$ cat src/rtl/sqrt_lut_arbiter.sv
// Round-robin arbiter that shares one combinational Q8.8 square-root LUT among
// NREQ requesters. It performs one lookup per cycle and returns each result on a registered one-hot response.
module sqrt_lut_arbiter #(
  parameter int NREQ  = 4,
  parameter int WIDTH = 16,
  parameter int IDW   = $clog2(NREQ)
) (
  input  logic                  clk,
  input  logic                  rst_n,
  input  logic [NREQ-1:0]       req_valid,
  input  logic [NREQ*WIDTH-1:0] req_data,
  output logic [NREQ-1:0]       req_ready,
  output logic [NREQ-1:0]       rsp_valid,
  output logic [WIDTH-1:0]      rsp_data,
  input  logic [NREQ-1:0]       rsp_ready,
  output logic                  busy,
  output logic [15:0]           lookup_cnt
);

  // floor(sqrt(idx) * 256), where idx is the integer byte of a Q8.8 operand.
  // The largest root is 4087, so 12 result bits are enough.
  function automatic logic [WIDTH-1:0] sqrt_q88(input int unsigned idx);
    longint unsigned rad;
    longint unsigned root;
    longint unsigned trial;
    rad  = idx;
    rad  = rad << 16;
    root = 0;
    for (int b = 11; b >= 0; b--) begin
      trial = root | (64'd1 << b);
      if (trial * trial <= rad) root = trial;
    end
    return WIDTH'(root);
  endfunction

  logic [WIDTH-1:0] sqrt_lut [256];
  for (genvar i = 0; i < 256; i++) begin : g_lut
    assign sqrt_lut[i] = sqrt_q88(i);
  end

  logic [WIDTH-1:0] req_op [NREQ];
  for (genvar i = 0; i < NREQ; i++) begin : g_op
    assign req_op[i] = req_data[i*WIDTH +: WIDTH];
  end

  logic             out_valid;
  logic [IDW-1:0]   out_id;
  logic [WIDTH-1:0] out_data;
  logic [IDW-1:0]   last;

  logic [IDW-1:0]   cand;
  logic [IDW-1:0]   grant;
  logic             grant_found;
  logic             can_issue;
  logic             accept;
  logic [7:0]       lut_idx;

  // Rotating search: the candidate after the last grant gets first priority.
  always_comb begin
    // NOTE: every always_comb output is given a default first, so no path can infer a latch.
    grant_found = 1'b0;
    grant       = last;
    cand        = '0;
    for (int k = 1; k <= NREQ; k++) begin
      cand = IDW'((int'(last) + k) % NREQ);
      if (!grant_found && req_valid[cand]) begin
        grant_found = 1'b1;
        grant       = cand;
      end
    end
  end

  assign can_issue = !out_valid || rsp_ready[out_id];
  assign accept    = can_issue && grant_found;
  assign lut_idx   = req_op[grant][WIDTH-1 -: 8];

  always_comb begin
    req_ready = '0;
    if (accept) req_ready[grant] = 1'b1;
  end

  always_comb begin
    rsp_valid = '0;
    if (out_valid) rsp_valid[out_id] = 1'b1;
  end

  assign rsp_data = out_data;
  assign busy     = out_valid || (|req_valid);

  always_ff @(posedge clk or negedge rst_n) begin
    if (!rst_n) begin
      // NOTE: non-blocking (<=) everywhere here, so each register sees pre-edge values.
      out_valid  <= 1'b0;
      out_id     <= '0;
      out_data   <= '0;
      last       <= IDW'(NREQ - 1);
      lookup_cnt <= 16'd0;
    end else if (accept) begin
      out_data   <= sqrt_lut[lut_idx];
      out_id     <= grant;
      out_valid  <= 1'b1;
      last       <= grant;
      lookup_cnt <= lookup_cnt + 16'd1;
    end else if (out_valid && rsp_ready[out_id]) begin
      out_valid  <= 1'b0;
    end
  end

endmodule

$ cat config.mk
export PLATFORM = sky130hd
export DESIGN_NAME = sqrt_lut_arbiter
export DESIGN_NICKNAME = d
export VERILOG_FILES = /design/src/rtl/sqrt_lut_arbiter.sv
export SDC_FILE = /design/constraint.sdc
export NUM_CORES = 1
export LEC_CHECK = 0
export ABC_AREA = 1
export CORE_AREA = 8 8 86 146
export CTS_CLUSTER_DIAMETER = 200
export DETAILED_ROUTE_END_ITERATION = 7
export DIE_AREA = 0 0 94 154
export GPL_TIMING_DRIVEN = 0
export PLACE_DENSITY = 0.78
export REMOVE_ABC_BUFFERS = 1
export SKIP_LAST_GASP = 1
export SYNTH_ARGS = -nofsm -noshare
export SYNTH_HDL_FRONTEND = slang
export SYNTH_SLANG_ARGS = --single-unit
$ cat constraint.sdc
create_clock -name clk -period 5 [get_ports clk]
set_clock_uncertainty 0.15 [all_clocks]
set_input_delay 1 -clock clk [delete_from_list [all_inputs] [get_ports clk]]
set_output_delay 1 -clock clk [all_outputs]
set_load 0.03 [all_outputs]
Yosys cells after proc, flatten, opt, wreduce, memory -nomap -nowiden
Memories as Yosys holds them, arrays and structs flattened. A register that Yosys moved wholly into a read port is not among the register bits. Index checks and enable logic that the tools add are counted.

Register bits after elaboration: 21. Input bits: 74. Logic and storage cells: 66. Memories kept: 1. Memory bits (read-only): 4096. Output and inout port bits: 41.

Reductions and logical operators: 16. Multiplexer cells: 29. Bitwise operators: 2. Add/sub/neg operators: 5. $lt $le $gt $ge: 9.

Memory list: (name not given) (depth 256, width 16, rd ports 1, clocked after Yosys merged registers in 1, wr ports 0, line 99) `out_data <= sqrt_lut[lut_idx];`.

Operators with widths (number): $bmux W16 S2 (1); $mux W16 (2); $lt A2 B3 Y1 const B (6); $add A16 B1 Y16 const B (1); $mux W1 (13); $bmux W1 S2 (5); $not A8 Y9 (1); $mux W2 (4); $mux W4 (2); $logic_and A1 B1 Y1 (7); $logic_not A1 Y1 (5); $add A2 B1 Y2 const B (2); $add A2 B2 Y2 const B (2); $demux W1 S2 (2); $ge A2 B1 Y1 const B (2); $reduce_or A4 Y1 (1); $ge A3 B3 Y1 const B (1); $not A2 Y3 (1); $logic_or A1 B1 Y1 (2); $reduce_bool A2 Y1 (1).

Depth between registers and ports, before layout
Gate-level depths: netlist (run 1).

Depth after elaboration: 18. Gate-level depth with buffers: 30.

Least setup slack after synthesis (run 1)
No wires, ideal clock.

Path type: input-to-reg. Start point: in req_valid[0]. End point: reg out_data[0] (netlist: rsp_data[0]). Buffers on the path: 1. Stages on the path: 25. Arrival time: 3409 ps. Setup time: 77 ps. Setup slack: 1364 ps. Path through: nand2_1 > nand2_1 > nand2_2 > nand2_4 > inv_4 > nand3_4 > nand2_4 > buf_6 > nand2_1 > nand2_1 > nand2_1 > nand2_2 > inv_2 > ha_1 > inv_1 > nand3_2 > nand2_1 > nand2_1 > nand2_1 > nand2_1 > nand3_1 > nand2_1 > clkinv_1 > nand2_1 > a21oi_1.

Longest elaborated chain between the ends: 17.

Ends and longest elaborated chain: start: declaration (line 10) `input logic [NREQ-1:0] req_valid,`; $bmux W1 S2 (line 66) `if (!grant_found && req_valid[cand]) begin`; $mux W1 (not written as such) (line 66); $mux W1 (line 66); $logic_not A1 Y1 (line 66); $logic_and A1 B1 Y1 (line 66); $mux W1 (line 66); $logic_not A1 Y1 (line 66); $logic_and A1 B1 Y1 (line 66); $mux W1 (line 66); $logic_not A1 Y1 (line 66); $logic_and A1 B1 Y1 (line 66); $mux W2 (line 66); $not A2 Y3 (not written as such) (line 75) `assign lut_idx = req_op[grant][WIDTH-1 -: 8];`; $bmux W16 S2 (line 75); $mux W16 (not written as such) (2 in a row) (line 75); $not A8 Y9 (not written as such) (line 99); end: declaration (line 48) `logic [WIDTH-1:0] out_data;`.

Parallel ways exist; a longest one is shown, timed or not. The select of a mux whose other input is x is not followed. A chain may end at the register's enable or synchronous reset.

Worst setup path in the final report (run 1)
Start point: in req_valid[0]. End point: reg out_data[5] (netlist: rsp_data[5]).

The elaborated chain is that of the path after synthesis.

==> flow_metrics.py, run 1 <==
metrics = {
    "outcome": {
        "status": "finished, final reports clean",
    },
    "global_routing": {
        "grt_pass1_wl_um": 33000,
        "overflow": 0,
        "grt_pass1_vias": 6150,
        "grt_antenna_before_repair": 0,
        "grt_max_degree": 58,
        "grt.total_usage_pct": 29.2,
    },
    "clock_network": {
        "cts.htree.levels": 2,
        "cts.sinks": 33,
        "cts_tree": "done",
        "clkTransAtPathRegs_ns": 0.05,
        "worstSkewPairLatency_ns": 0.27,
        "numCtsBuffers": 5,
        "cts_buffer_depth": 2,
        "cts_hold_buf": 0,
        "root_buffer": "clkbuf_16",
    },
    "routing": {
        "drt_iter0_drc": 698,
        "antenna_left": 0,
        "finalWirelength_um": 21600,
        "drc": 0,
        "firstDrtPassIters": 6,
        "via_count": 6419,
        "post_drt_wl_per_cell_um": 19.5,
        "vias_per_cell": 5.80,
    },
    "sta": {
        "finalSetupTns_ns": 0,
        "final_hold_viol_count": 0,
        "max_freq_mhz": 209,
        "layout_worst_path_cycle_share_pct": 95.8,
        "slew_viol_final": 0,
        "hold_slack_ns": 0.322,
        "rsz0062_at_grt": "true",
        "min_period_ns": 4.79,
        "tightest_slew_ns": 0.901,
        "slew_headroom_pct": 39.7,
        "setup_viol": 0,
    },
    "placed_design": {
        "placed_area_um2": 5760,
        "gp_congestion": 1.01,
        "io_buffers": 78,
        "dp_hpwl_um": 15400,
    },
    "cells_and_area": {
        "area_growth_pct": 17.6,
        "postLayoutCellArea_um2": 6040,
        "n_antenna_cell": 0,
        "drive_above_1_share_pct": 9.31,
        "layout.nets": 1068,
        "fillerInstances": 1131,
    },
    "yosys": {
        "avgSynthCellArea_um2": 5.58,
        "syn_inst": 921,
        "seq_area_frac_synth_pct": 16.1,
        "synth_area_um2": 5140,
        "yosys_warnings": 0,
        "ys_ff_latch": 33,
        "ys_types": 39,
    },
    "setup_path": {
        "cp.arrival_ns": 4.84,
        "worstPathRequired_ns": 5.05,
        "crit_fanout": 10,
        "crit_type": "in2reg",
        "cp-end-kind": "flop",
        "critPathLaunchType": "primary input",
    },
    "floorplan": {
        "initial_core_util_pct": 48.9,
        "core_um2": 10500,
        "rows": 50,
        "die_h_um": 154,
        "die_area_um2": 14500,
        "die_x_um": 94,
        "io_pins": 115,
    },
    "hold_path": {
        "min_path_type": "reg2reg",
    },
    "job": {
        "max_cap_violations": 0,
    },
}
==> cell usage in the layout (no fill, tap or decap), drive strengths merged, types with 6 or more instances in the layout <==
master           n
nor2            90
nand3          123
clkdlybuf4s50   77
xor2             8
buf             10
nor3             8
a21oi           40
o21ai           36
nand3b           6
o211ai           6
nand4            8
nand2          415
dfrtp           31
inv             69
ha              18
==> sequential cells by signal, indices dropped and copies added, names as in the netlist <==
register,flops
lookup_cnt,16
rsp_data,12
last,2
out_id,2
out_valid,1
==> metrics by stage <==
stage / instances / util, % / worst slack [ns]
after floorplan: 880 / - / 0.744
after CTS: 1098 / 56.6 / 0.153
final: 1107 / 57.5 / 0.212
after global placement: 1088 / 54.9 / -0.996
after global routing: 1107 / 57.5 / -0.0297
after detailed placement: 1088 / 54.8 / -0.989
==> synth_stat cells <==
cell,number,share of area [%]
a21boi_1,2,0.29
a21oi_1,40,3.9
a22oi_2,1,0.24
a31oi_1,4,0.49
buf_1,1,0.073
buf_2,14,1.4
buf_4,14,2.0
buf_6,9,2.0
buf_8,2,0.58
clkbuf_1,4,0.29
clkinv_1,1,0.073
conb_1,1,0.073
dfrtp_1,31,15
dfstp_2,2,1.0
ha_1,18,4.4
inv_1,54,3.9
inv_2,13,0.95
inv_4,3,0.37
nand2_1,384,28
nand2_2,19,2.3
nand2_4,9,2.0
nand2_8,2,0.78
nand3_1,120,12
nand3_2,2,0.39
nand3_4,1,0.34
nand3b_1,6,0.88
nand4_1,8,0.97
nor2_1,81,5.9
nor2_2,3,0.37
nor2_4,6,1.3
nor3_1,8,0.78
nor4_1,1,0.12
o211ai_1,6,0.88
o21ai_0,16,1.6
o21ai_1,19,1.9
o21ai_2,1,0.17
or2_2,2,0.24
xnor2_1,5,0.85
xor2_1,8,1.4
==> routing by layer <==
layer	share of wire (%)	GRT usage [%]
met1	34	30.8
met4	8.7	23.3
met2	49	49.8
met5	0	0
met3	7.5	4.19
==> worst max-delay path: stages <==
cell and delay, ns:
clkdlybuf4s50_1 0.54, nand2_1 0.08, nand2_1 0.14, nand2_2 0.11, nand4_1 0.10, nand2_1 0.09
o21ai_4 0.34, inv_4 0.14, nand2_1 0.11, nand2_2 0.15, inv_2 0.28, ha_1 0.40
nand2_1 0.29, nand2_1 0.20, nand2_1 0.09, nand3_1 0.09, nand2_1 0.06, nand2_1 0.05
nand3_1 0.28, nand2_1 0.14, nor2_1 0.05, a21oi_1 0.11
==> cells by family (layout without fill, tap and decap cells) <==
group	Yosys count	after routing	share of synthesized area, %
compound gates	89	89	9.38
xor+xnor	13	13	2.22
fa+ha+maj	18	18	4.38
buf+inv	115	167	11.7
flops	33	33	16.1
other cells	1	4	0.0730
simple gates	652	653	56.2
==> worst paths after layout <==
kind	to	depth (start not counted)	slack (ns)	from
worst max-delay path	rsp_data[5]	22	0.21	req_valid[0]
worst min-delay path	lookup_cnt[15]	1	0.32	lookup_cnt[15]
worst max register to register	rsp_data[5]	23	0.60	last[0]
worst min register to register	lookup_cnt[15]	1	0.32	lookup_cnt[15]
max in group asynchronous	lookup_cnt[14]	1	3.62	rst_n
min in group asynchronous	rsp_data[10]	1	0.62	rst_n
==> timing repair <==
action	in CTS	in global routing
endpoints found under the hold margin	0	0
gates resized for setup	7	6
pin swaps	0	2
endpoints found under the setup margin	13	12
gates cloned	1	1
setup buffers	1	8
==> area by class of cell <==
class / instances / area, um2 / share of cell area, %
Sequential cell: 33 / 828 / 13.7
Multi-Input combinational cell: 777 / 3780 / 62.5
Tap cell: 130 / 163 / 2.69
Timing Repair Buffer: 87 / 843 / 14.0
Clock inverter: 3 / 17.5 / 0.290
Clock buffer: 5 / 125 / 2.07
Inverter: 71 / 283 / 4.68
Timing Repair inverter: 1 / 5.00 / 0.0829
Power of run 1 is left out: the tool's default activity adds up to more than one toggle a clock period on the data nets, which glitch-free logic cannot reach.
==> run 2, diff against run 1 <==
--- a/config.mk
+++ b/config.mk
@@ -6,10 +6,10 @@
 export NUM_CORES = 1
 export LEC_CHECK = 0
 export ABC_AREA = 1
-export CORE_AREA = 8 8 86 146
+export CORE_AREA = 8 8 106 118
 export CTS_CLUSTER_DIAMETER = 200
 export DETAILED_ROUTE_END_ITERATION = 7
-export DIE_AREA = 0 0 94 154
+export DIE_AREA = 0 0 114 126
 export GPL_TIMING_DRIVEN = 0
 export PLACE_DENSITY = 0.78
 export REMOVE_ABC_BUFFERS = 1
@@ -17,3 +17,4 @@
 export SYNTH_ARGS = -nofsm -noshare
 export SYNTH_HDL_FRONTEND = slang
 export SYNTH_SLANG_ARGS = --single-unit
+export TNS_END_PERCENT = 1
==> flow_metrics.py, run 2 (same netlist as run 1, synthesis figures left out) <==
metrics = {
    "outcome": {
        "status": "finished, final reports clean",
    },
    "global_routing": {
        "grt_max_degree": 58,
        "grt_pass1_vias": 5820,
        "busiest_layer": "met2",
        "grtUsageMet3_pct": 3.92,
        "grt.total_usage_pct": 25.9,
        "use_met1_pct": 32.0,
        "overflow": 0,
        "grt_antenna_before_repair": 0,
        "grt_pass1_wl_um": 30000,
        "met2_usage_pct": 42.6,
    },
    "sta": {
        "tightest_slew_ns": 0.884,
        "final_hold_viol_count": 0,
        "max_freq_mhz": 205,
        "slew_headroom_pct": 40.8,
        "setup_viol": 0,
        "min_period_ns": 4.88,
        "rsz0062_at_grt": "true",
        "slew_viol_final": 0,
        "layout_worst_path_cycle_share_pct": 97.7,
    },
    "cells_and_area": {
        "finish.cell_count_without_fillers": 1117,
        "final_common_cell": "nand2_1",
        "area_growth_pct": 16.5,
        "seq_area_um2": 828,
        "drive_above_1_share_pct": 8.25,
        "top_register": "lookup_cnt",
        "fillerInstances": 1134,
        "multi_input_area_um2": 3740,
        "mostFrequentLayoutCells": "384 x nand2_1, 120 x nand3_1, 80 x nor2_1",
        "largest_register_ffs": 16,
        "n_antenna_cell": 0,
        "layout.nets": 1061,
    },
    "routing": {
        "post_drt_wl_per_cell_um": 17.0,
        "drc": 0,
        "drt_iter0_drc": 926,
        "via_count": 6369,
        "finalWirelength_um": 19000,
        "firstDrtPassIters": 5,
        "vias_per_cell": 5.70,
        "antenna_left": 0,
    },
    "placed_design": {
        "dp_hpwl_um": 13400,
        "gp_congestion": 1.02,
        "dp.cells": 1105,
        "io_buffers": 78,
    },
    "clock_network": {
        "numCtsBuffers": 5,
        "cts.sinks": 33,
        "cts_buffer_depth": 2,
        "worstSkewPairLatency_ns": 0.28,
        "root_buffer": "clkbuf_16",
        "cts_hold_buf": 0,
        "cts.htree.levels": 2,
        "cts_tree": "done",
        "clkTransAtPathRegs_ns": 0.05,
    },
    "floorplan": {
        "die_h_um": 126,
        "initial_core_util_pct": 48.4,
        "die_area_um2": 14400,
        "core_um2": 10600,
        "rows": 40,
        "io_pins": 115,
        "die_x_um": 114,
    },
    "hold_path": {
        "min_path_type": "reg2reg",
    },
    "setup_path": {
        "worstPathRequired_ns": 5.06,
        "cp-end-kind": "flop",
        "critPathLaunchType": "primary input",
        "crit_type": "in2reg",
        "cp.arrival_ns": 4.94,
        "crit_fanout": 30,
    },
    "job": {
        "max_cap_violations": 0,
    },
}
run 2: cell types whose count changed in the layout (fill, tap and decap cells not counted):
cell / delta
nand2_4: -1
nand3_1: +1
nand2_8: -1
nand3_2: -1
inv_1: +1
nor2_1: +1
nor2_2: -1
buf_4: -6
inv_2: -1
nand2_1: +1
run 2: metal layers:
layer / part of all wire [%] / vias up
met5: 0 / -
met4: 4.4 / 0
met3: 10 / 70
met2: 46 / 404
met1: 39 / 2857
li1: - / 3038
run 2: worst max-delay path, cell delays in order:
cell             delay [ns]
clkdlybuf4s50_1        0.54
nand2_1                0.09
nand3_1                0.10
nand2_1                0.11
nand2_4                0.13
nor2_4                 0.05
o21ai_4                0.42
inv_4                  0.15
nand2_2                0.32
nand2_4                0.32
inv_2                  0.44
nand2_2                0.28
nand2_1                0.24
nand2_1                0.10
nand3_1                0.09
o21ai_1                0.12
nand2_1                0.11
nand3_1                0.11
nand2_1                0.09
nor2_1                 0.04
nor2_1                 0.07
run 2: area by class of cell:
class | instances | area share (%)
Clock buffer | 5 | 2.09
Multi-Input combinational cell | 776 | 62.5
Tap cell | 147 | 3.07
Timing Repair inverter | 1 | 0.0837
Sequential cell | 33 | 13.8
Timing Repair Buffer | 81 | 13.3
Clock inverter | 3 | 0.293
Inverter | 71 | 4.73
run 2: through the flow:
| step | hold WS [ns] | TNS [ns] | instance area (um2) | setup WS (ns) | util, % |
|---|---|---|---|---|---|
| after floorplan | 0.405 | 0 | 4820 | 0.744 | - |
| after global placement | 0.311 | -7.94 | 5790 | -0.909 | 54.5 |
| after detailed placement | 0.311 | -7.54 | 5780 | -0.885 | 54.5 |
| after CTS | 0.323 | -0.668 | 5930 | -0.187 | 55.9 |
| after global routing | 0.338 | -0.996 | 5980 | -0.176 | 56.4 |
| final | 0.315 | 0 | 5980 | 0.117 | 56.4 |
run 2: worst paths after layout:
path	startpoint	endpoint	slack, ns	cells after the start
setup reg to reg	last[0]	rsp_data[6]	0.50	22
max in group asynchronous	rst_n	rsp_data[8]	3.64	1
hold / removal	lookup_cnt[15]	lookup_cnt[15]	0.31	1
setup / recovery	req_valid[1]	rsp_data[6]	0.12	21
hold reg to reg	lookup_cnt[15]	lookup_cnt[15]	0.31	1
min in group asynchronous	rst_n	out_valid	0.62	1
run 2: timing repair:
action	CTS	global route
buffers inserted	0	3
cloned	0	1
pin swaps	0	0
gates resized for setup	3	4
endpoints found under the setup margin	12	13
Power of run 2 is left out for the same reason.
==> edit 1: new RTL, flow settings as in run 1 <==
Put one more register stage on the output `lookup_cnt`, without a reset. The value now appears one clock later. The other outputs are not delayed to match.
--- a/src/rtl/sqrt_lut_arbiter.sv
+++ b/src/rtl/sqrt_lut_arbiter.sv
@@ -17,4 +17,6 @@
   output logic [15:0]           lookup_cnt
 );
+
+  logic [15:0] lookup_cnt_s0;
 
   // floor(sqrt(idx) * 256), where idx is the integer byte of a Q8.8 operand.
@@ -95,5 +97,5 @@
       out_data   <= '0;
       last       <= IDW'(NREQ - 1);
-      lookup_cnt <= 16'd0;
+      lookup_cnt_s0 <= 16'd0;
     end else if (accept) begin
       out_data   <= sqrt_lut[lut_idx];
@@ -101,5 +103,5 @@
       out_valid  <= 1'b1;
       last       <= grant;
-      lookup_cnt <= lookup_cnt + 16'd1;
+      lookup_cnt_s0 <= lookup_cnt_s0 + 16'd1;
     end else if (out_valid && rsp_ready[out_id]) begin
       out_valid  <= 1'b0;
@@ -107,4 +109,8 @@
   end
 
+  always_ff @(posedge clk) begin
+    lookup_cnt <= lookup_cnt_s0;
+  end
+
 endmodule
 
Behaviour: not the same (Yosys sat finds a counterexample within 4 cycles, from zero or initial values and one cycle with rst_n low).
==> edit 1 against run 1 <==
- design area increased by 5.1%
- sequential share of layout area rose by 4.4 points
- via count grew 0.16%
- critical path type unchanged
- highest routed layer unchanged
- non-clock buffer count fell by 7
- sequential cell count rose by 16
- register-to-register slack got worse by 0.06 ns
- synthesized area is 6.6% higher
- largest cell class unchanged
- worst setup slack worse by 0.069 ns
- count of clock-buffer cells in the layout is the same
- critical path depth down 2
- wire length hardly changed
Power is left out: the tool's default activity adds up to more than one toggle a clock period on the data nets, which glitch-free logic cannot reach.
==> edit 1: results (changes against run 1) <==
initial antenna violation count 0 (unchanged); GR Util All Layers 0.294 (+0.00108); routability cong. 0.991 (-1.8%); Num CTS Buffers 5 (unchanged); Syn. warnings 0 (unchanged); H-tree depth 2 (unchanged); Fillers 1069 (-5.5%); Hold Path Cell Cnt 0 (-1); fraction of layout cells with a size suffix above 1 0.0770 (-0.0161); vias 6429 (+0.16%); DP HPWL 15600 um (+0.80%); Post-Place Worst Slack -0.755 ns (+0.235 ns); Max Cap Violations 0 (unchanged); DRC 0 (unchanged); Inst Count DP 1107 (+1.7%); clock root buffer master clkbuf_16; ys flop type dfrtp_1; Avg Inst Size Synth 5.80 um^2 (+4.0%); maximum clock insertion buffer count 2 (unchanged); Post-Route WL 21600 um (about the same); post-synthesis cell type count 39 (unchanged); Reg clk slew, reported paths about 0.060 ns; Critical Path AT 4.94 ns (+0.10 ns); Final ANT Viol Nets 0 (unchanged); first-pass GRT wire length 33000 um (+0.15%); largest net degree at the start of global routing 57 (-1.7%); routed len/inst 19.3 um (-0.96%); worst min path class flip-flop to flip-flop; DR pass1 iterations 5 (-1); port buffer count 78 (unchanged); status finished clean; Post-synth ARST share 0.673 (-0.327); R2R depth 19 (-17%); Placed Instance Area 6070 um^2 (+5.4%); Rel. slew slack 0.270 (-0.127); later-pin clock latency in the skew report 0.29 ns (+0.02 ns); vias in the first global route 6022 (-2.1%); top post-synthesis cells by area nand2_1, dfrtp_1, nand3_1; Antenna Cells 0 (unchanged); Seq/Total Area, Yosys 0.210 (+0.0486); Commonest cells post-synth nand2_1, nand3_1, nor2_1; critical path peak fanout 18 (+8); DR iter-0 viols 670 (-4.0%)
[edit 1: cell families (layout without fill, tap and decap cells)]
kind of cell	after synthesis	in the layout	synth area share
and+or+nand+nor	672	672	0.538
buffers and inverters	114	154	0.110
AOI/OAI and AO/OA	74	74	0.0745
DFF	49	49	0.210
adders and majority gates	18	18	0.0412
xor gates and xnor gates	16	16	0.0256
other	1	4	0.000685
[edit 1: worst max-delay path, stage by stage]
cell             delay [ns]
clkdlybuf4s50_1        0.53
nand2_1                0.08
nand2_2                0.11
nand2_1                0.06
nand2_1                0.11
nand2_1                0.11
nand2_1                0.09
nand2_2                0.18
nand2_8                0.19
nand2_1                0.06
nand2_1                0.06
nand2_1                0.04
nand2_1                0.40
inv_1                  0.38
nor2_1                 0.89
nand3_1                0.17
nand2_1                0.16
nand3b_1               0.17
nand2_1                0.07
inv_1                  0.05
[edit 1: timing repair]
action | in CTS | in global routing
endpoints found under the setup margin | 11 | 12
buffers inserted | 2 | 0
resized for setup | 10 | 18
[edit 1: path summary, 6_finish.rpt]
kind                                               startpoint                           end  slack [ns]
worst max-delay path                             req_valid[0]       rsp_data[0]$_DFFE_PN0P_        0.14
worst min-delay path            lookup_cnt_s0[15]$_DFFE_PN0P_        lookup_cnt[15]$_DFF_P_        0.25
worst max register to register            last[0]$_DFFE_PN1P_       rsp_data[0]$_DFFE_PN0P_        0.54
worst min register to register  lookup_cnt_s0[15]$_DFFE_PN0P_        lookup_cnt[15]$_DFF_P_        0.25
max in group asynchronous                               rst_n         out_id[0]$_DFFE_PN0P_        3.62
min in group asynchronous                               rst_n  lookup_cnt_s0[4]$_DFFE_PN0P_        0.61
[edit 1: metal layers]
| metal | part of all wire | GRT usage | wire, um | vias up |
|---|---|---|---|---|
| met3 | 0.066 | 0.0297 | 1410 | 102 |
| li1 | - | - | - | 3087 |
| met1 | 0.35 | 0.310 | 7550 | 2911 |
| met2 | 0.50 | 0.508 | 10700 | 329 |
| met5 | 0 | 0 | 0 | - |
| met4 | 0.088 | 0.234 | 1890 | 0 |
[edit 1: through the flow]
stage / util / TNS [ns]
finish: 0.604 / 0
global route: 0.604 / -0.0678
CTS: 0.596 / 0
detailed placement: 0.578 / -7.39
global placement: 0.578 / -7.51
floorplan: - / 0
[edit 1: final cells by class]
type / count / area (um^2) / area share
clock buffers: 5 / 125 / 0.0197
clock inverters: 3 / 26.3 / 0.00414
inverters: 66 / 267 / 0.0420
multi-input cells: 784 / 3830 / 0.603
flip-flops and latches: 49 / 1150 / 0.181
well taps: 130 / 163 / 0.0256
repair buffers: 80 / 791 / 0.125
==> edit 2: new RTL, config.mk and constraints of run 1 <==
Without the edit above. Set the parameter `NREQ` to 2 (it was 4).
--- a/src/rtl/sqrt_lut_arbiter.sv
+++ b/src/rtl/sqrt_lut_arbiter.sv
@@ -2,5 +2,5 @@
 // NREQ requesters. It performs one lookup per cycle and returns each result on a registered one-hot response.
 module sqrt_lut_arbiter #(
-  parameter int NREQ  = 4,
+  parameter int NREQ  = 2,
   parameter int WIDTH = 16,
   parameter int IDW   = $clog2(NREQ)
Ports: changed (5 resized); port bits go from 115 to 75. No check against the original RTL was run, so the function may have changed too.
==> edit 2 against run 1 <==
- the run now ends with DRC left
- sequential cell count decreased by 2
- worst setup slack better by 0.10 ns
- core utilization is 9.3 points lower
- wire length shrank 5.3%
- synthesized area shrank 13%
- design area decreased by 16%
Power is left out: it rests on default switching activity, and per cell area and clock period it moved more than threefold.
==> edit 2: results (changes against run 1) <==
R2R Path Start last$_DFFE_PN1P_; Fillers 1165 (+3.0%); critical path peak fanout 19 (+9); port buffer count 54 (-31%); DP HPWL 14700 um (-4.6%); routed len/inst 20.9 um (+7.3%); fraction of layout cells with a size suffix above 1 0.0331 (-0.0601); DR pass1 iterations 8 (+2); status finished with violations; top post-synthesis cells by area nand2_1, dfrtp_1, nand3_1; vias in the first global route 5588 (-9.1%); DR iter-0 viols 634 (-9.2%); Commonest cells post-synth nand2_1, nand3_1, inv_1; post-CTS sizing 0 (-7); Post-Route WL 20400 um (-5.3%); Rel. slew slack 0.171 (-0.226); Final nets 901 (-16%); DRC 1 (+1); Post-CTS Setup Inserts 0 (-1); violated checks DRC; top-area cell type share of the netlist area 0.323 (+0.0427); Worst Setup SP rsp_ready[1]; first-pass GRT wire length 31300 um (-5.2%); Seq/Total Area, Yosys 0.175 (+0.0135); Post-Place Worst Slack 0.277 ns (+1.27 ns); GR Util All Layers 0.283 (-0.00981); cell count after synthesis 819 (-11%); Placed Instance Area 4890 um^2 (-15%); Via density 5.85 (+0.93%); Num CTS Buffers 5 (unchanged); Reg clk slew, reported paths 0.05 ns (about the same); max incr delay on CP 0.75 ns (+0.21 ns); Inst Count DP 969 (-11%); largest net degree at the start of global routing 59 (+1.7%); Critical Path AT 3.54 ns (-1.30 ns); initial antenna violation count 0 (unchanged); routability cong. 1.01 (+0.42%); post-synthesis cell type count 35 (-10%)
edit 2: cell count changes after synthesis, moves of 4 or more:
cell	before	now
a21oi_1	40	26
nand3b_1	6	1
nand4_1	8	4
nor3_1	8	3
inv_1	54	60
o21ai_0	16	27
a31oi_1	4	0
nor2_1	81	55
nand2_4	9	1
inv_2	13	2
nand2_2	19	9
o21ai_1	19	7
edit 2: worst paths after layout:
check	cells past startpoint	end	slack, ns
max reg2reg	14	rsp_data[3]$_DFFE_PN0P_	1.15
max	8	req_ready[0]	0.31
min in group asynchronous	1	rsp_data[8]$_DFFE_PN0P_	0.60
max in group asynchronous	1	lookup_cnt[11]$_DFFE_PN0P_	3.62
min reg2reg	1	lookup_cnt[15]$_DFFE_PN0P_	0.32
min	1	lookup_cnt[15]$_DFFE_PN0P_	0.32
edit 2: critical path: cells and delay by family:
kind,cells,cell delay [ns]
buffers and inverters,3,1.63
and+or+nand+nor,5,0.90
edit 2: logic make-up after synthesis:
group                      count (synthesis)  synth area share
xor gates and xnor gates                  15            0.0295
buffers and inverters                     99             0.113
and+or+nand+nor                          587             0.552
DFF                                       31             0.175
other                                      1          0.000843
AOI/OAI and AO/OA                         69            0.0827
adders and majority gates                 17            0.0478
edit 2: area by class of cell:
cell class | instances | area [um^2] | share of cell area
flip-flops and latches | 31 | 777 | 0.153
well taps | 130 | 163 | 0.0321
clock inverters | 2 | 35.0 | 0.00692
repair buffers | 54 | 536 | 0.106
clock buffers | 6 | 139 | 0.0274
inverters | 62 | 233 | 0.0460
multi-input cells | 692 | 3180 | 0.628
edit 2: per-layer routing:
metal	part of all wire	track usage
met1	0.36	0.311
met2	0.49	0.471
met3	0.069	0.0356
met4	0.073	0.224
met5	0	0.00377
